`config.mk`:
```
export PLATFORM = sky130hd
export DESIGN_NAME = param_reg_file
export DESIGN_NICKNAME = d
export VERILOG_FILES = /design/src/rtl/param_reg_file.sv
export SDC_FILE = /design/constraint.sdc
export NUM_CORES = 1
export LEC_CHECK = 0
export CORE_MARGIN = 2
export CORE_UTILIZATION = 44
export CTS_BUF_LIST = sky130_fd_sc_hd__clkbuf_4 sky130_fd_sc_hd__clkbuf_8
export DETAILED_ROUTE_END_ITERATION = 10
export GPL_TIMING_DRIVEN = 0
export PLACE_DENSITY = 0.73
export REMOVE_ABC_BUFFERS = 1
export SKIP_CTS_REPAIR_TIMING = 1
export SYNTH_ARGS = -nofsm -noshare
export SYNTH_HDL_FRONTEND = slang
export SYNTH_SLANG_ARGS = --single-unit
```
`constraint.sdc`:
```
create_clock -name clk -period 9.55 [get_ports clk]
set_input_delay 1.4325 -clock clk [delete_from_list [all_inputs] [get_ports clk]]
set_output_delay 1.4325 -clock clk [all_outputs]
set_load 0.02 [all_outputs]
```
`src/rtl/param_reg_file.sv`:
```
// param_reg_file: NUM_REGS x DATA_W register file with two combinational read
// ports, one write port, and a pending (scoreboard) bit per register.
// A claim marks a register as awaiting a producer. A later write clears the
// bit, unless a claim to the same register lands in that cycle.
module param_reg_file #(
    parameter int DATA_W   = 16,
    parameter int ADDR_W   = 4,
    parameter int ZERO_REG = 0,
    parameter int BYPASS   = 1
) (
    input  logic                     clk,
    input  logic                     rst,
    input  logic                     wr_en,
    input  logic [ADDR_W-1:0]        wr_addr,
    input  logic [DATA_W-1:0]        wr_data,
    input  logic [ADDR_W-1:0]        rd_addr1,
    output logic [DATA_W-1:0]        rd_data1,
    input  logic [ADDR_W-1:0]        rd_addr2,
    output logic [DATA_W-1:0]        rd_data2,
    input  logic                     claim_en,
    input  logic [ADDR_W-1:0]        claim_addr,
    output logic                     busy1,
    output logic                     busy2,
    output logic [(2**ADDR_W)-1:0]   busy_vec
);

    localparam int NUM_REGS = 2**ADDR_W;

    logic [DATA_W-1:0]   regs_q [NUM_REGS];
    logic [DATA_W-1:0]   regs_d [NUM_REGS];
    logic [NUM_REGS-1:0] busy_q;
    logic [NUM_REGS-1:0] busy_d;

    // Next-state for storage and pending bits. The claim is applied after the write, so it wins.
    always_comb begin
        regs_d = regs_q;
        busy_d = busy_q;
        if (wr_en) begin
            regs_d[wr_addr] = wr_data;
            busy_d[wr_addr] = 1'b0;
        end
        if (claim_en) begin
            busy_d[claim_addr] = 1'b1;
        end
        if (ZERO_REG != 0) begin
            regs_d[0] = '0;
            busy_d[0] = 1'b0;
        end
    end

    // State registers. Reset clears data and pending bits without waiting for a clock.
    always_ff @(posedge clk or posedge rst) begin
        if (rst) begin
            for (int i = 0; i < NUM_REGS; i++) begin
                regs_q[i] <= '0;
            end
            busy_q <= '0;
        end else begin
            regs_q <= regs_d;
            busy_q <= busy_d;
        end
    end

    assign busy_vec = busy_q;

    // Read port 1: reset masking, hardwired zero register, then write forwarding, then storage.
    always_comb begin
        rd_data1 = regs_q[rd_addr1];
        busy1    = busy_q[rd_addr1];
        if (rst) begin
            rd_data1 = '0;
            busy1    = 1'b0;
        end else if ((ZERO_REG != 0) && (rd_addr1 == '0)) begin
            rd_data1 = '0;
            busy1    = 1'b0;
        end else if ((BYPASS != 0) && wr_en && (wr_addr == rd_addr1)) begin
            rd_data1 = wr_data;
            busy1    = 1'b0;
        end
    end

    // Read port 2: same priority as port 1.
    always_comb begin
        rd_data2 = regs_q[rd_addr2];
        busy2    = busy_q[rd_addr2];
        if (rst) begin
            rd_data2 = '0;
            busy2    = 1'b0;
        end else if ((ZERO_REG != 0) && (rd_addr2 == '0)) begin
            rd_data2 = '0;
            busy2    = 1'b0;
        end else if ((BYPASS != 0) && wr_en && (wr_addr == rd_addr2)) begin
            rd_data2 = wr_data;
            busy2    = 1'b0;
        end
    end

endmodule

```
==> results.txt, run 1 <==
----------------------------------------------------
[Timing]
  Transition at the pin with the smallest max-transition slack ... 1.42 ns
  Final Hold Fails ... 0
  Layout Skew ... 0 ns
  Max-slew headroom ... 5.26%
  Highest attainable clock frequency ... 0.161 GHz
  Worst hold margin ... just over 0.5 ns
  Fin crit share ... 65.2%
  Final setup violating endpoints ... 0
  Final Max Tran Viols ... 0
  Final worst-path setup slack ... 3.32 ns
  Setup repair after global routing missed its margin ... false
  Tmin final ... 6.23 ns

[Min path]
  Depth of the worst hold-timing path ... 1
  Hold crit path type ... register to register

[Worst setup path]
  Critical Path Source Type ... input pin
  Worst endpoint required time ... 8.12 ns
  Data arrival time of the worst path ... ~4.8 ns
  R2r worst-path depth ... 1
  Kind of critical path ... input pin to output pin
  Worst Path Max Fanout ... 16
  Category of the worst setup path capture point ... output pin

[Run status]
  Result of the run ... completed

[Synthesis]
  Post-synthesis share of cell area spent on and, or, nand and nor gates ... 3.03%
  Number of enable-type register cells in the synthesized netlist ... 0
  Count of yosys warnings during synthesis ... 0
  Cell type contributing the most total cell area after synthesis ... sky130_fd_sc_hd__dfrtp_1
  Fraction of synthesized cell area in xor and xnor cells ... 0.473%
  Post-synthesis register bit count ... 272
  Combinational family with the most area after synthesis ... multiplexers
  Synthesized instance count ... 983
  Area share of fa/ha/maj cells after synthesis ... 0%
  Main flop type after synthesis ... sky130_fd_sc_hd__dfrtp_1
  Share of synthesized area spent on multiplexers ... 40.8%
  Ranking of synthesized cells by instance count ... sky130_fd_sc_hd__dfrtp_1, sky130_fd_sc_hd__mux2_2, sky130_fd_sc_hd__mux4_2
  Compound-Gate Fraction of Synth Area ... under 10%
  Distinct cell type count of the synthesized netlist ... 34
  Syn avg cell area ... 15.1 um^2
  Sequential share of the synthesized area ... 45.9%
  Synth Cell Area ... ~15,000 um^2
  Most common cell in the synthesized netlist ... sky130_fd_sc_hd__dfrtp_1
  Top area cells in the synthesized netlist ... sky130_fd_sc_hd__dfrtp_1, sky130_fd_sc_hd__mux4_2, sky130_fd_sc_hd__mux2_2
  Async set-reset flop share out of synthesis ... 100%
  Synth top area share ... 45.9%

[Clock tree]
  Longest Clk Path Bufs ... 3
  Insertion delay of the later-clocked pin in the worst-skew pair ... 0.56 ns
  Post-CTS clock slew at the launch and capture registers of the worst setup and hold paths ... 0.06 ns
  Root buffer cell ... sky130_fd_sc_hd__clkbuf_8
  CTS tree ... done
  Cts bufs inserted ... 46
  Htree depth ... 2
  Count of clock tree sinks ... 272

[Place]
  Cells after DPL ... 1,437
  HPWL Detailed ... 23,900 um
  Global placement routability congestion ... 0.774
  Worst setup slack before clock tree synthesis ... around 3.3 ns
  Count of input and output buffers ... between 80 and 90

[Global route]
  Initial antenna violation count ... 0
  Global routing usage summed across all routing layers ... 22.9%
  GRT overflow ... 0
  Global-route wire length before repair ... 61,200 um
  Pin count of the biggest net entering global routing ... 130
  Vias in the first global route ... 10.1k

[Floorplan]
  Floorplan die width ... roughly 190 um
  Num rows ... 67
  Top Ports ... 86
  Chip Height ... 188 um
  Total die area ... 35,200 um^2
  Core footprint ... 33,400 um^2
  Initial core utilization ... 44.4%

[Layout]
  Share of post-route cells with drive strength above 1 ... 46.2%
  Number of standard cells in the layout, taps in and fillers out ... 1,516
  Layout Area Growth over Synthesis ... 15.5%
  Antenna diodes ... 0
  Layout net count ... between 1k and 1.5k
  Filler Cell Count ... 2,805
  Finished Core Util ... 51.3%

[Detailed routing]
  Violation count after the first detailed-routing iteration ... 830
  Average via count per standard cell ... 6.31
  Routed wire length per instance ... around 26 um
  Vias ... 9,569
  Routed WL ... 39,500 um
  Antenna Violating Nets Remaining ... 0
  Number of iterations in the first detailed-routing pass ... 5
  DRC violations left ... 0

[Power]
  Max VDD drop ... 87.3 uV
  Standby leakage power ... 0.00702 uW
  Internal power ... 2590 uW
  Overall power after layout ... around 3600 uW
  Total power divided by cell area ... 210 nW/um^2
  Reg power frac ... 45.0%
  Part of the power in combinational logic ... 25.2%
  Clock Power Share ... 29.8%
  NetSw ... 1010 uW
  Sw Share ... 28.0%

[Flow run]
  Count of max-cap constraint violations ... 0

----------------------------------------------------
-- stage by stage --
stage | setup TNS, ns | area (um^2)
2_1_floorplan | 0 | 14300
3_3_place_gp | -767.28 | 15700
6_report | 0 | 17100
5_1_grt | 0 | 17100
3_5_place_dp | 0 | 16100
4_1_cts | 0 | 17100
-- worst max-delay path: stages --
cell                              delay [ns]
sky130_fd_sc_hd__clkdlybuf4s50_1        0.64
sky130_fd_sc_hd__xor2_1                 0.24
sky130_fd_sc_hd__nor4_1                 0.43
sky130_fd_sc_hd__and2_1                 1.06
sky130_fd_sc_hd__a22o_1                 0.35
sky130_fd_sc_hd__clkdlybuf4s50_1        0.62
-- layout make-up --
| type | instances | area, um^2 | share of cell area, % |
|---|---|---|---|
| multi-input combinational | 610 | 7510 | 43.9 |
| sequential | 272 | 6810 | 39.8 |
| timing repair buffer | 104 | 1260 | 7.34 |
| clock buffer | 72 | 916 | 5.35 |
| tap | 448 | 561 | 3.28 |
| clock inverter | 6 | 35.0 | 0.205 |
| inverter | 4 | 22.5 | 0.132 |
-- cell usage in the layout, fill, tap and decap left out --
cell type                         netlist  final
sky130_fd_sc_hd__a22oi_1               64     64
sky130_fd_sc_hd__buf_8                  0      8
sky130_fd_sc_hd__nor2_1                 7      2
sky130_fd_sc_hd__buf_4                  6      4
sky130_fd_sc_hd__nor2_2                 6     11
sky130_fd_sc_hd__o31ai_1                3      3
sky130_fd_sc_hd__buf_12                 2      1
sky130_fd_sc_hd__clkbuf_8               0     60
sky130_fd_sc_hd__nand3_2                1      1
sky130_fd_sc_hd__dfrtp_1              272    272
sky130_fd_sc_hd__o32ai_1                1      1
sky130_fd_sc_hd__inv_1                  4      3
sky130_fd_sc_hd__nand2b_1               6      6
sky130_fd_sc_hd__a32o_1                 3      3
sky130_fd_sc_hd__nor3b_1                2      2
sky130_fd_sc_hd__mux2_2               246    246
sky130_fd_sc_hd__nor4_1                 2      2
sky130_fd_sc_hd__clkbuf_4               0     12
sky130_fd_sc_hd__a21oi_2                0      2
sky130_fd_sc_hd__nand2_1               42     42
sky130_fd_sc_hd__mux2_1                10     10
sky130_fd_sc_hd__o21ai_0               17     17
sky130_fd_sc_hd__nand3b_1               2      2
sky130_fd_sc_hd__mux4_2               124    124
sky130_fd_sc_hd__mux4_1                14     14
sky130_fd_sc_hd__a22o_1                32     32
sky130_fd_sc_hd__buf_16                 0     10
sky130_fd_sc_hd__xor2_1                 8      8
sky130_fd_sc_hd__nor2b_1                6      1
sky130_fd_sc_hd__clkinvlp_4             0      2
sky130_fd_sc_hd__and2_1                 6      6
sky130_fd_sc_hd__nor2b_2                0      5
sky130_fd_sc_hd__nand3_1                2      2
sky130_fd_sc_hd__clkinv_2               0      4
sky130_fd_sc_hd__inv_8                  0      1
sky130_fd_sc_hd__nand3b_4               2      2
sky130_fd_sc_hd__clkdlybuf4s50_1        0     81
sky130_fd_sc_hd__or3_1                  2      2
-- state kept, by name, summed over array words and instances (netlist names) --
name	flops
busy_vec	16
regs_q	256
-- cell families (layout without fill, tap and decap cells) --
logic type             Yosys count  after routing
multiplexers                   394            394
flip-flops                     272            272
AO/OA/AOI/OAI                  122            122
buffers and inverters          101            186
AND/OR/NAND/NOR                 86             86
XOR/XNOR                         8              8
-- per-layer routing --
layer | up-vias | part of all wire [%] | global-route usage (%) | wire [um]
li1 | 3974 | - | - | -
met1 | 5128 | 41 | 31.0 | 16400
met2 | 389 | 49 | 37.5 | 19200
met3 | 78 | 7.4 | 4.94 | 2910
met4 | 0 | 2.5 | 6.97 | 973
met5 | - | 0 | 0 | 0
-- final timing paths --
| path | startpoint | end | slack, ns |
|---|---|---|---|
| min in group asynchronous | rst | regs_q[250] | 1.35 |
| max in group asynchronous | rst | regs_q[210] | 6.81 |
| setup / recovery | rd_addr1[1] | rd_data1[5] | 3.32 |
| hold reg to reg | regs_q[181] | regs_q[181] | 0.52 |
| setup reg to reg | regs_q[179] | regs_q[179] | 8.72 |
| hold / removal | regs_q[181] | regs_q[181] | 0.52 |
-- power groups by stage --
stage                     Combinational (uW)  Sequential [uW]  Clock [uW]
after floorplan                          631             1580           0
after global placement                   892             1610           0
after detailed placement                 910             1630           0
after CTS                                913             1610        1100
after global routing                     973             1650        1160
final                                    908             1620        1070
Note: power is estimated with default switching activity, not from simulation.
==> run 2, diff against run 1 <==
==> constraint.sdc (replaced) <==
create_clock -name clk -period 5.9 [get_ports clk]
set_input_delay 0.885 -clock clk [delete_from_list [all_inputs] [get_ports clk]]
set_output_delay 0.885 -clock clk [all_outputs]
set_load 0.02 [all_outputs]
==> results of run 2 <==
The final DEF is identical to that of run 1. Status: completed.
Among the figures that moved: setup slack after placement 3.32 ns -> 0.768 ns; setup slack after layout 3.32 ns -> 0.770 ns; register-to-register setup slack 8.72 ns -> 5.07 ns; total power 3600 uW -> 5820 uW; worst IR drop on VDD 87.3 uV -> 141 uV
==> run 3, diff against run 2 <==
--- a/config.mk
+++ b/config.mk
@@ -7,7 +7,7 @@
 export LEC_CHECK = 0
 export CORE_MARGIN = 2
 export CORE_UTILIZATION = 44
-export CTS_BUF_LIST = sky130_fd_sc_hd__clkbuf_4 sky130_fd_sc_hd__clkbuf_8
+export CTS_BUF_LIST = sky130_fd_sc_hd__clkbuf_16
 export DETAILED_ROUTE_END_ITERATION = 10
 export GPL_TIMING_DRIVEN = 0
 export PLACE_DENSITY = 0.73
==> run 3 against run 2 <==
Against the previous run:
- non-clock buffer count did not move
- count of clock-buffer cells in the layout fell by 41
- die area stayed put
- register-to-register slack barely moved
- global-route usage shrank 0.12 points
- via count shrank 1.0%
- design area is 0.12% lower
- worst hold slack improved by 0.0032 ns
- combinational power hardly changed
- final cell count shrank 1.5%
- critical path depth is the same
- power up 0.95%
==> results.txt, run 3 (synthesized netlist as in run 1, its figures left out) <==
----------------------------------------------------
[Worst setup path]
  Data arrival time of the worst path ... 4.26 ns
  Worst endpoint required time ... around 5.0 ns
  Kind of critical path ... input pin to output pin
  Critical Path Source Type ... input pin
  Category of the worst setup path capture point ... output pin
  Worst Path Max Fanout ... 16

[Detailed routing]
  Routed WL ... 39,200 um
  Average via count per standard cell ... 6.34
  Violation count after the first detailed-routing iteration ... 964
  Antenna Violating Nets Remaining ... 0
  Routed wire length per instance ... 26.3 um
  DRC violations left ... 0
  Number of iterations in the first detailed-routing pass ... 5
  Vias ... 9,470

[Place]
  Worst setup slack before clock tree synthesis ... 0.768 ns
  Global placement routability congestion ... 0.774
  Count of input and output buffers ... 85
  HPWL Detailed ... 23,900 um
  Placement-stage cell area ... 16,100 um^2

[Power]
  Internal power ... 4240 uW
  Sw Share ... between 20% and 30%
  Total power divided by cell area ... ~340 nW/um^2
  Part of the power in combinational logic ... between 20% and 30%
  NetSw ... around 1600 uW
  Reg power frac ... 44.6%
  Max VDD drop ... 254 uV
  Clock Power Share ... 30.4%
  Standby leakage power ... around 0.0070 uW
  Overall power after layout ... 5880 uW

[Timing]
  Highest attainable clock frequency ... approximately 0.19 GHz
  Tmin final ... between 5 and 6 ns
  Final setup violating endpoints ... 0
  Setup repair after global routing missed its margin ... false
  Final Max Tran Viols ... 0
  Transition at the pin with the smallest max-transition slack ... 1.45 ns
  Max-slew headroom ... 3.33%
  Fin crit share ... 87.2%
  Layout Skew ... 0 ns
  Final worst-path setup slack ... 0.753 ns
  Final Hold Fails ... 0
  Worst hold margin ... between 0.5 and 0.6 ns

[Floorplan]
  Total die area ... 35,200 um^2
  Initial core utilization ... 44.4%
  Floorplan die width ... 188 um
  Chip Height ... 188 um
  Core footprint ... 33,400 um^2
  Top Ports ... 86
  Num rows ... 67

[Clock tree]
  Cts bufs inserted ... 30
  Htree depth ... 1
  CTS tree ... done
  Root buffer cell ... sky130_fd_sc_hd__clkbuf_16
  Count of clock tree sinks ... 272
  Post-CTS clock slew at the launch and capture registers of the worst setup and hold paths ... approximately 0.060 ns
  Longest Clk Path Bufs ... 3
  Insertion delay of the later-clocked pin in the worst-skew pair ... around 0.55 ns

[Global route]
  GRT overflow ... 0
  Global routing usage summed across all routing layers ... 22.8%
  Initial antenna violation count ... 0
  Vias in the first global route ... ~10k
  Pin count of the biggest net entering global routing ... 130
  Global-route wire length before repair ... ~60,000 um

[Layout]
  Largest reg by FF count ... regs_q
  Highest-count cells in the layout ignoring fill and taps ... sky130_fd_sc_hd__dfrtp_1, sky130_fd_sc_hd__mux2_2, sky130_fd_sc_hd__mux4_2, sky130_fd_sc_hd__clkdlybuf4s50_1, sky130_fd_sc_hd__a22oi_1
  Flip-flop count of the largest register after layout ... 256
  Layout Area Growth over Synthesis ... 15.3%
  Antenna diodes ... 0
  Design area ... about 17,000 um^2
  Most frequent standard cell in the layout excluding fill and tap cells ... sky130_fd_sc_hd__dfrtp_1
  Layout net count ... 1,058
  Share of post-route cells with drive strength above 1 ... 43.8%

[Min path]
  Hold crit path type ... register to register

[Run status]
  Result of the run ... completed

[Flow run]
  Count of max-cap constraint violations ... 0

----------------------------------------------------
-- run 3: cell count changes in the layout (fill, tap and decap cells not counted), moves of 2 or more --
| cell | change |
|---|---|
| sky130_fd_sc_hd__bufinv_16 | +2 |
| sky130_fd_sc_hd__clkbuf_16 | +31 |
| sky130_fd_sc_hd__clkbuf_4 | -12 |
| sky130_fd_sc_hd__clkbuf_8 | -60 |
| sky130_fd_sc_hd__clkinv_1 | +9 |
| sky130_fd_sc_hd__clkinv_2 | +3 |
| sky130_fd_sc_hd__inv_1 | +3 |
-- run 3: metrics by stage --
stage	setup TNS (ns)	util, %	instances
after floorplan	-674.66	-	886
after global placement	-1697.88	47.1	1419
after detailed placement	0	48.3	1437
after CTS	0	51.2	1492
after global routing	0	51.2	1493
final	0	51.2	1493
-- run 3: final cells by class --
| type | count | area [um^2] |
|---|---|---|
| clock inverter | 24 | 163 |
| inverter | 4 | 22.5 |
| sequential | 272 | 6810 |
| tap | 448 | 561 |
| clock buffer | 31 | 776 |
| fill | 2809 | 16300 |
| timing repair buffer | 104 | 1240 |
| multi-input combinational | 610 | 7520 |
-- run 3: power groups by stage --
stage / Sequential (uW) / Clock [uW] / Combinational (uW)
2_1_floorplan: 2560 / 0 / 1020
3_3_place_gp: 2600 / 0 / 1440
3_5_place_dp: 2640 / 0 / 1470
4_1_cts: 2610 / 1820 / 1480
5_1_grt: 2680 / 1910 / 1580
6_report: 2620 / 1790 / 1470
-- run 3: path summary, 6_finish.rpt --
path	startpoint	slack, ns	end	depth (start not counted)
worst max-delay path	rd_addr1[1]	0.75	rd_data1[5]	6
worst min-delay path	regs_q[208]	0.52	regs_q[208]	1
worst max register to register	regs_q[179]	5.07	regs_q[179]	1
worst min register to register	regs_q[208]	0.52	regs_q[208]	1
max in group asynchronous	rst	3.73	regs_q[210]	4
min in group asynchronous	rst	0.81	regs_q[250]	2
-- run 3: critical path: stages --
cell	delay (ns)
sky130_fd_sc_hd__clkdlybuf4s50_1	0.64
sky130_fd_sc_hd__xor2_1	0.24
sky130_fd_sc_hd__nor4_1	0.43
sky130_fd_sc_hd__and2_1	1.07
sky130_fd_sc_hd__a22o_1	0.35
sky130_fd_sc_hd__clkdlybuf4s50_1	0.62
-- run 3: metal layers --
layer	up-vias	GRT usage, %	wire length [um]
li1	3942	-	-
met1	5119	31.4	16500
met2	335	37.6	19400
met3	74	3.93	2430
met4	0	6.36	886
met5	-	0	0
